`config.mk`:
```
export PLATFORM = sky130hd
export DESIGN_NAME = pipeline_ctrl
export DESIGN_NICKNAME = d
export VERILOG_FILES = /design/src/rtl/pipeline_ctrl_pkg.sv /design/src/rtl/pipeline_ctrl_mdu_seq.sv /design/src/rtl/pipeline_ctrl.sv
export SDC_FILE = /design/constraint.sdc
export NUM_CORES = 1
export LEC_CHECK = 0
export BUFFER_PORTS_ARGS = -buffer_cell sky130_fd_sc_hd__buf_4
export CORE_MARGIN = 2
export CORE_UTILIZATION = 45
export CTS_CLUSTER_SIZE = 20
export DETAILED_ROUTE_END_ITERATION = 10
export PLACE_DENSITY = 0.72
export SETUP_SLACK_MARGIN = 0.4
export SYNTH_ARGS = -nofsm -noshare
export SYNTH_HDL_FRONTEND = slang
export SYNTH_SLANG_ARGS = --single-unit
```
`constraint.sdc`:
```
create_clock -name clk -period 2.6 [get_ports clk]
set_input_delay 0.52 -clock clk [delete_from_list [all_inputs] [get_ports clk]]
set_output_delay 0.52 -clock clk [all_outputs]
set_load 0.05 [all_outputs]
```
`src/rtl/pipeline_ctrl_pkg.sv`:
```
// Shared definitions for the pipeline hazard/sequencing unit.
package pipeline_ctrl_pkg;

  // Bit positions of the inter-stage registers in the stall/flush vectors.
  localparam int unsigned IF_ID  = 0;
  localparam int unsigned ID_EX  = 1;
  localparam int unsigned EX_MEM = 2;
  localparam int unsigned MEM_WB = 3;

  // MDU occupancy of the EX stage.
  typedef enum logic [1:0] {
    RUN  = 2'd0,
    BUSY = 2'd1,
    DONE = 2'd2
  } mdu_state_t;

  // Width of the MDU down-counter; it only ever holds values up to MDU_LAT-2.
  function automatic int unsigned mdu_cnt_width(input int unsigned lat);
    return (lat > 2) ? $clog2(lat) : 1;
  endfunction

endpackage

```
`src/rtl/pipeline_ctrl_mdu_seq.sv`:
```
// MDU sequencer: launches a multi-cycle MUL/DIV op from EX, counts its
// latency, and holds the result in DONE until MEM can accept it.
module mdu_seq
  import pipeline_ctrl_pkg::*;
#(
  parameter int unsigned MDU_LAT = 4
) (
  input  logic clk,
  input  logic rst,
  input  logic ex_mdu,
  input  logic hold,
  input  logic kill,
  output logic mdu_busy,
  output logic mdu_start,
  output logic mdu_kill,
  output logic mdu_done
);

  localparam int unsigned CW = mdu_cnt_width(MDU_LAT);
  localparam logic [CW-1:0] CNT_LOAD = CW'(MDU_LAT - 2);

  mdu_state_t    state_q, state_d;
  logic [CW-1:0] cnt_q, cnt_d;

  // Next-state and pulse decode; START is the first stall cycle, so BUSY
  // only needs MDU_LAT-1 further cycles (counted MDU_LAT-2 down to 0).
  always_comb begin
    state_d   = state_q;
    cnt_d     = cnt_q;
    mdu_busy  = 1'b0;
    mdu_start = 1'b0;
    mdu_kill  = 1'b0;
    mdu_done  = 1'b0;
    case (state_q)
      RUN: begin
        if (ex_mdu && !kill && !hold) begin
          mdu_start = 1'b1;
          mdu_busy  = 1'b1;
          cnt_d     = CNT_LOAD;
          state_d   = BUSY;
        end
      end
      BUSY: begin
        mdu_busy = 1'b1;
        if (kill) begin
          mdu_kill = 1'b1;
          state_d  = RUN;
        end else if (cnt_q == '0) begin
          state_d = DONE;
        end else begin
          cnt_d = cnt_q - 1'b1;
        end
      end
      DONE: begin
        mdu_done = 1'b1;
        if (kill) begin
          mdu_kill = 1'b1;
          state_d  = RUN;
        end else if (!hold) begin
          state_d = RUN;
        end
      end
      default: state_d = RUN;
    endcase
    // The MDU itself is reset by rst, so no pulses are issued while it is high.
    if (rst) begin
      mdu_busy  = 1'b0;
      mdu_start = 1'b0;
      mdu_kill  = 1'b0;
      mdu_done  = 1'b0;
    end
  end

  // State and latency counter registers.
  always_ff @(posedge clk or posedge rst) begin
    if (rst) begin
      state_q <= RUN;
      cnt_q   <= '0;
    end else begin
      state_q <= state_d;
      cnt_q   <= cnt_d;
    end
  end

endmodule

```
`src/rtl/pipeline_ctrl.sv`:
```
// Central hazard/sequencing unit for the 5-stage in-order pipeline:
// prioritised stall/flush generation plus a stall-cycle counter.
module pipeline_ctrl
  import pipeline_ctrl_pkg::*;
#(
  parameter int unsigned MDU_LAT = 4,
  parameter int unsigned CNT_W   = 32,
  parameter int unsigned REG_W   = 5
) (
  input  logic             clk,
  input  logic             rst,
  input  logic             imem_wait,
  input  logic             dmem_wait,
  input  logic [REG_W-1:0] id_rs1,
  input  logic             id_rs1_en,
  input  logic [REG_W-1:0] id_rs2,
  input  logic             id_rs2_en,
  input  logic [REG_W-1:0] ex_rd,
  input  logic             ex_is_load,
  input  logic             ex_mdu,
  input  logic             ex_redirect,
  input  logic             mem_trap,
  output logic             pc_stall,
  output logic [3:0]       stall,
  output logic [3:0]       flush,
  output logic             mdu_start,
  output logic             mdu_kill,
  output logic             mdu_done,
  output logic [CNT_W-1:0] stall_cycles
);

  logic             mdu_busy;
  logic             load_use;
  logic [CNT_W-1:0] stall_cycles_q, stall_cycles_d;

  mdu_seq #(
    .MDU_LAT(MDU_LAT)
  ) u_mdu_seq (
    .clk      (clk),
    .rst      (rst),
    .ex_mdu   (ex_mdu),
    .hold     (dmem_wait),
    .kill     (mem_trap),
    .mdu_busy (mdu_busy),
    .mdu_start(mdu_start),
    .mdu_kill (mdu_kill),
    .mdu_done (mdu_done)
  );

  // Load in EX whose destination is read by ID; x0 never creates a hazard.
  always_comb begin
    load_use = ex_is_load && (ex_rd != '0) &&
               ((id_rs1_en && (id_rs1 == ex_rd)) ||
                (id_rs2_en && (id_rs2 == ex_rd)));
  end

  // Priority encoder: exactly one row drives stall/flush/pc_stall.
  always_comb begin
    stall    = '0;
    flush    = '0;
    pc_stall = 1'b0;
    if (rst) begin
      flush    = '1;
      pc_stall = 1'b1;
    end else if (mem_trap) begin
      flush = '1;
    end else if (dmem_wait) begin
      stall[IF_ID]  = 1'b1;
      stall[ID_EX]  = 1'b1;
      stall[EX_MEM] = 1'b1;
      flush[MEM_WB] = 1'b1;
      pc_stall      = 1'b1;
    end else if (mdu_busy) begin
      stall[IF_ID]  = 1'b1;
      stall[ID_EX]  = 1'b1;
      flush[EX_MEM] = 1'b1;
      pc_stall      = 1'b1;
    end else if (ex_redirect) begin
      flush[IF_ID] = 1'b1;
      flush[ID_EX] = 1'b1;
    end else if (load_use) begin
      stall[IF_ID] = 1'b1;
      flush[ID_EX] = 1'b1;
      pc_stall     = 1'b1;
    end else if (imem_wait) begin
      flush[IF_ID] = 1'b1;
      pc_stall     = 1'b1;
    end
  end

  // Stall-cycle counter next value; wraps naturally at 2^CNT_W.
  always_comb begin
    stall_cycles_d = stall_cycles_q;
    if (pc_stall) begin
      stall_cycles_d = stall_cycles_q + CNT_W'(1);
    end
  end

  // Performance counter register.
  always_ff @(posedge clk or posedge rst) begin
    if (rst) begin
      stall_cycles_q <= '0;
    end else begin
      stall_cycles_q <= stall_cycles_d;
    end
  end

  assign stall_cycles = stall_cycles_q;

endmodule

```
==> tab_implementation.tex <==
\begin{tabular}{lr}
\hline
Metric & Value \\
\hline
\multicolumn{2}{l}{\textbf{Run status}} \\
Run status & complete, no violations \\
\multicolumn{2}{l}{\textbf{Finish}} \\
Leading cell type in the layout, fill and taps excluded & buf\_4 \\
Total non-filler cell area in the finished layout & about 0.0034 mm\^{}2 \\
Ant diodes & 0 \\
Most frequent cells in the layout & buf\_4 (73), xor2\_1 (29), dfrtp\_1 (29) \\
Synthesis-to-layout area growth & 59.4\% \\
Post-layout nets & 326 \\
Fraction of final layout cells with drive strength greater than 1 & approximately half \\
\multicolumn{2}{l}{\textbf{Synth}} \\
Total number of yosys warnings & 0 \\
Post-Syn Nets & 243 \\
Synthesized instance count & 212 \\
Number of different library cells in the post-synthesis netlist & 41 \\
Netlist Area Pre-Place & $\sim$0.0021 mm\^{}2 \\
Seq cells post-synth & 36 \\
Portion of the post-synthesis area used by sequential elements & 42.4\% \\
Average cell area after synthesis & 10.0 um\^{}2 \\
\multicolumn{2}{l}{\textbf{Floorplanning}} \\
Floorplan die area & approximately 0.0053 mm\^{}2 \\
Vert. Die Dim & 72.8 um \\
Starting utilization of the core area & between 40\% and 50\% \\
Num ports & 69 \\
Number of placement rows & 25 \\
Core region area & 0.00463 mm\^{}2 \\
Die boundary width & 72.8 um \\
\multicolumn{2}{l}{\textbf{GRT}} \\
Antenna violations before repair & 0 \\
Maximum number of pins on one net before global-route repair & 37 \\
Remaining global-route overflow & 0 \\
Via count of the first global-routing pass & 1,656 \\
Overall global routing resource usage & between 10\% and 20\% \\
Global-route wire length before repair & 7680 um \\
\multicolumn{2}{l}{\textbf{Clock network}} \\
Clock latency on the worst-skew pair & just under 300 ps \\
Clock tree root buffer cell & clkbuf\_8 \\
Number of buffers added by the clock tree synthesis step & 5 \\
CTS clock-pin slew for the worst setup and hold paths & 70 ps \\
Deepest clock path buffer count & 2 \\
CTS tree & yes \\
Number of levels the H-tree was split into & 2 \\
Clock sink count & 36 \\
\multicolumn{2}{l}{\textbf{Detailed routing}} \\
Average detailed-routed wire length per instance & between 15 and 20 um \\
Number of DRC violations after detailed-routing iteration 0 & 117 \\
Routed via count divided by cell count & 5.39 \\
Remaining design rule violation count & 0 \\
Number of nets with antenna violations after routing & 0 \\
Drt pass-1 iters & 4 \\
Detailed Route WL & 5720 um \\
Vias after detailed routing & 1,887 \\
\multicolumn{2}{l}{\textbf{STA}} \\
Final setup fails & 0 \\
Worst Max-Slew Pin Slew & 1190 ps \\
Achievable clock frequency & approximately 0.4 GHz \\
Total negative slack & 0 ps \\
Fin crit share & 94.4\% \\
Clk\_skew & 9.05 ps \\
Clock period minus final worst setup slack & 2450 ps \\
Worst slew slack as a fraction of its limit & 20.4\% \\
Final hold viol count & 0 \\
RSZ-0062 raised after global routing & yes \\
Final number of max-transition violations & 0 \\
\multicolumn{2}{l}{\textbf{Critical path}} \\
Worst path cell trace & buf\_8, or4\_4, o21ai\_4, a311oi\_2, a221oi\_4, inv\_2, buf\_8 \\
Worst setup EP type & output pin \\
Worst setup startpoint & ex\_rd[4] \\
End of the worst register-to-register path & stall\_cycles[12] \\
Setup Crit Path Kind & input port to output pin \\
Register-to-Register Path Depth & 4 \\
Critical path's most frequent cell & buf\_8 \\
Data arrival at the endpoint of the critical path & 1930 ps \\
CP required & 2080 ps \\
Startpoint kind of the worst setup timing path & input port \\
Standard cell with the maximum stage delay on the critical path & or4\_4 \\
Largest driver fanout on the critical path & 2 \\
Crit path capture & pc\_stall \\
Setup slack on the worst flop-to-flop path & between 200 and 300 ps \\
Worst flop-to-flop path startpoint & stall\_cycles[0] \\
Crit-path max cell delay & 540 ps \\
\multicolumn{2}{l}{\textbf{Placed design}} \\
Placed Instance Area & 0.00272 mm\^{}2 \\
Number of input and output port buffers inserted & 67 \\
GPL Wtd Cong & 0.781 \\
Placed wire-length estimate & approximately 3500 um \\
\multicolumn{2}{l}{\textbf{Job}} \\
Max-cap violation count & 0 \\
\multicolumn{2}{l}{\textbf{Power and ir drop}} \\
Worst vdd rail ir drop & 0.800 mV \\
Power density normalized to cell area & 785 mW/mm\^{}2 \\
Leakage & between 1.5 and 2 nW \\
\multicolumn{2}{l}{\textbf{Hold path}} \\
Type of the worst min-delay path & input port to asynchronous set/reset pin \\
\hline
\end{tabular}
==> report_power, final <==
part           internal (mW)  switching [mW]  leakage, nW
logic                  0.536           0.920         1.04
clock network          0.187           0.204       0.0479
registers              0.679           0.136        0.421
total                   1.40            1.26         1.51
==> timing repair <==
item,CTS,global route
endpoints found under the setup margin,36,36
gates resized for setup,19,64
buffers inserted,3,5
cloned,0,3
hold buffers,0,0
pin swaps,4,42
==> sequential cells by signal (all words and copies together) (netlist names) <==
signal and count:
u_mdu_seq.state_q 2, u_mdu_seq.cnt_q 2, stall_cycles 32
==> cells in the mapped netlist (all sizes together) <==
cell     count  share of area [%]
dfrtp       36                 42
xor2        29                 12
nand2       22                3.9
xnor2       12                4.9
nor4        10                3.6
inv          9                1.6
nor2         9                1.6
o21ai        9                2.3
nand3        8                2.5
nor3         8                2.1
nor4b        8                3.3
a21oi        6                1.4
ha           6                3.5
nand4        5                1.5
buf          4                1.9
and3         3               0.88
clkbuf       3               0.53
nor3b        3                1.1
or3          3                1.1
a31oi        2               0.59
and4         2               0.88
mux2         2                1.1
nor2b        2               0.59
o21a         2               0.71
a221oi       1                1.2
a311oi       1               0.71
and2         1               0.29
conb         1               0.18
nand2b       1               0.29
o2111ai      1               0.41
o22ai        1               0.29
or2b         1               0.35
or4          1               0.35
==> per-stage QoR <==
| step | util, % | instances | hold WS [ps] | setup WS (ps) | power, mW |
|---|---|---|---|---|---|
| 2_1_floorplan | - | 212 | 450 | 67.9 | 1.60 |
| 3_3_place_gp | 58.6 | 331 | 460 | 51.3 | 1.92 |
| 3_5_place_dp | 58.6 | 331 | 473 | 4.16 | 1.93 |
| 4_1_cts | 62.8 | 342 | 416 | 132 | 2.43 |
| 5_1_grt | 73.2 | 350 | 450 | 88.8 | 2.80 |
| 6_report | 73.2 | 350 | 412 | 145 | 2.66 |
==> cells by family (layout without fill, tap and decap cells) <==
| group | count (synthesis) | count (layout) | synth area share [%] |
|---|---|---|---|
| xor gates and xnor gates | 41 | 41 | 16.9 |
| buffers and inverters | 16 | 100 | 4.06 |
| AOI/OAI and AO/OA | 23 | 23 | 7.65 |
| adders and majority gates | 6 | 6 | 3.53 |
| DFF | 36 | 36 | 42.4 |
| and+or+nand+nor | 87 | 87 | 24.3 |
| muxes | 2 | 2 | 1.06 |
| other | 1 | 1 | 0.176 |
==> worst max-delay path, delay by kind of cell <==
family	cells	cell delay [ps]
compound gates	3	540
buf+inv	3	330
simple gates	1	540
==> cell type report <==
| cell class | count | area [um^2] |
|---|---|---|
| repair buffers | 83 | 717 |
| well taps | 54 | 67.6 |
| clock inverters | 3 | 18.8 |
| inverters | 9 | 37.5 |
| clock buffers | 5 | 68.8 |
| flip-flops and latches | 36 | 910 |
| multi-input cells | 160 | 1570 |
| fillers | 318 | 1240 |
==> worst min-delay path by stage <==
stage | start | to | depth (start not counted)
3_5_place_dp | stall_cycles[10] | stall_cycles[10] | 1
4_1_cts | rst | stall_cycles[22] | 3
3_3_place_gp | stall_cycles[31] | stall_cycles[31] | 1
2_1_floorplan | u_mdu_seq.cnt_q[0] | u_mdu_seq.cnt_q[0] | 2
5_1_grt | rst | stall_cycles[18] | 3
6_report | rst | u_mdu_seq.state_q[1] | 3
==> per-layer routing <==
layer  track usage (%)  wire [um]  up-vias
li1                  -          -      906
met4              5.56         63        0
met2              29.2       2730       66
met1              25.3       2580      909
met3              4.28        334        6
met5                 0          0        -
Note: power is estimated with default switching activity, not from simulation.
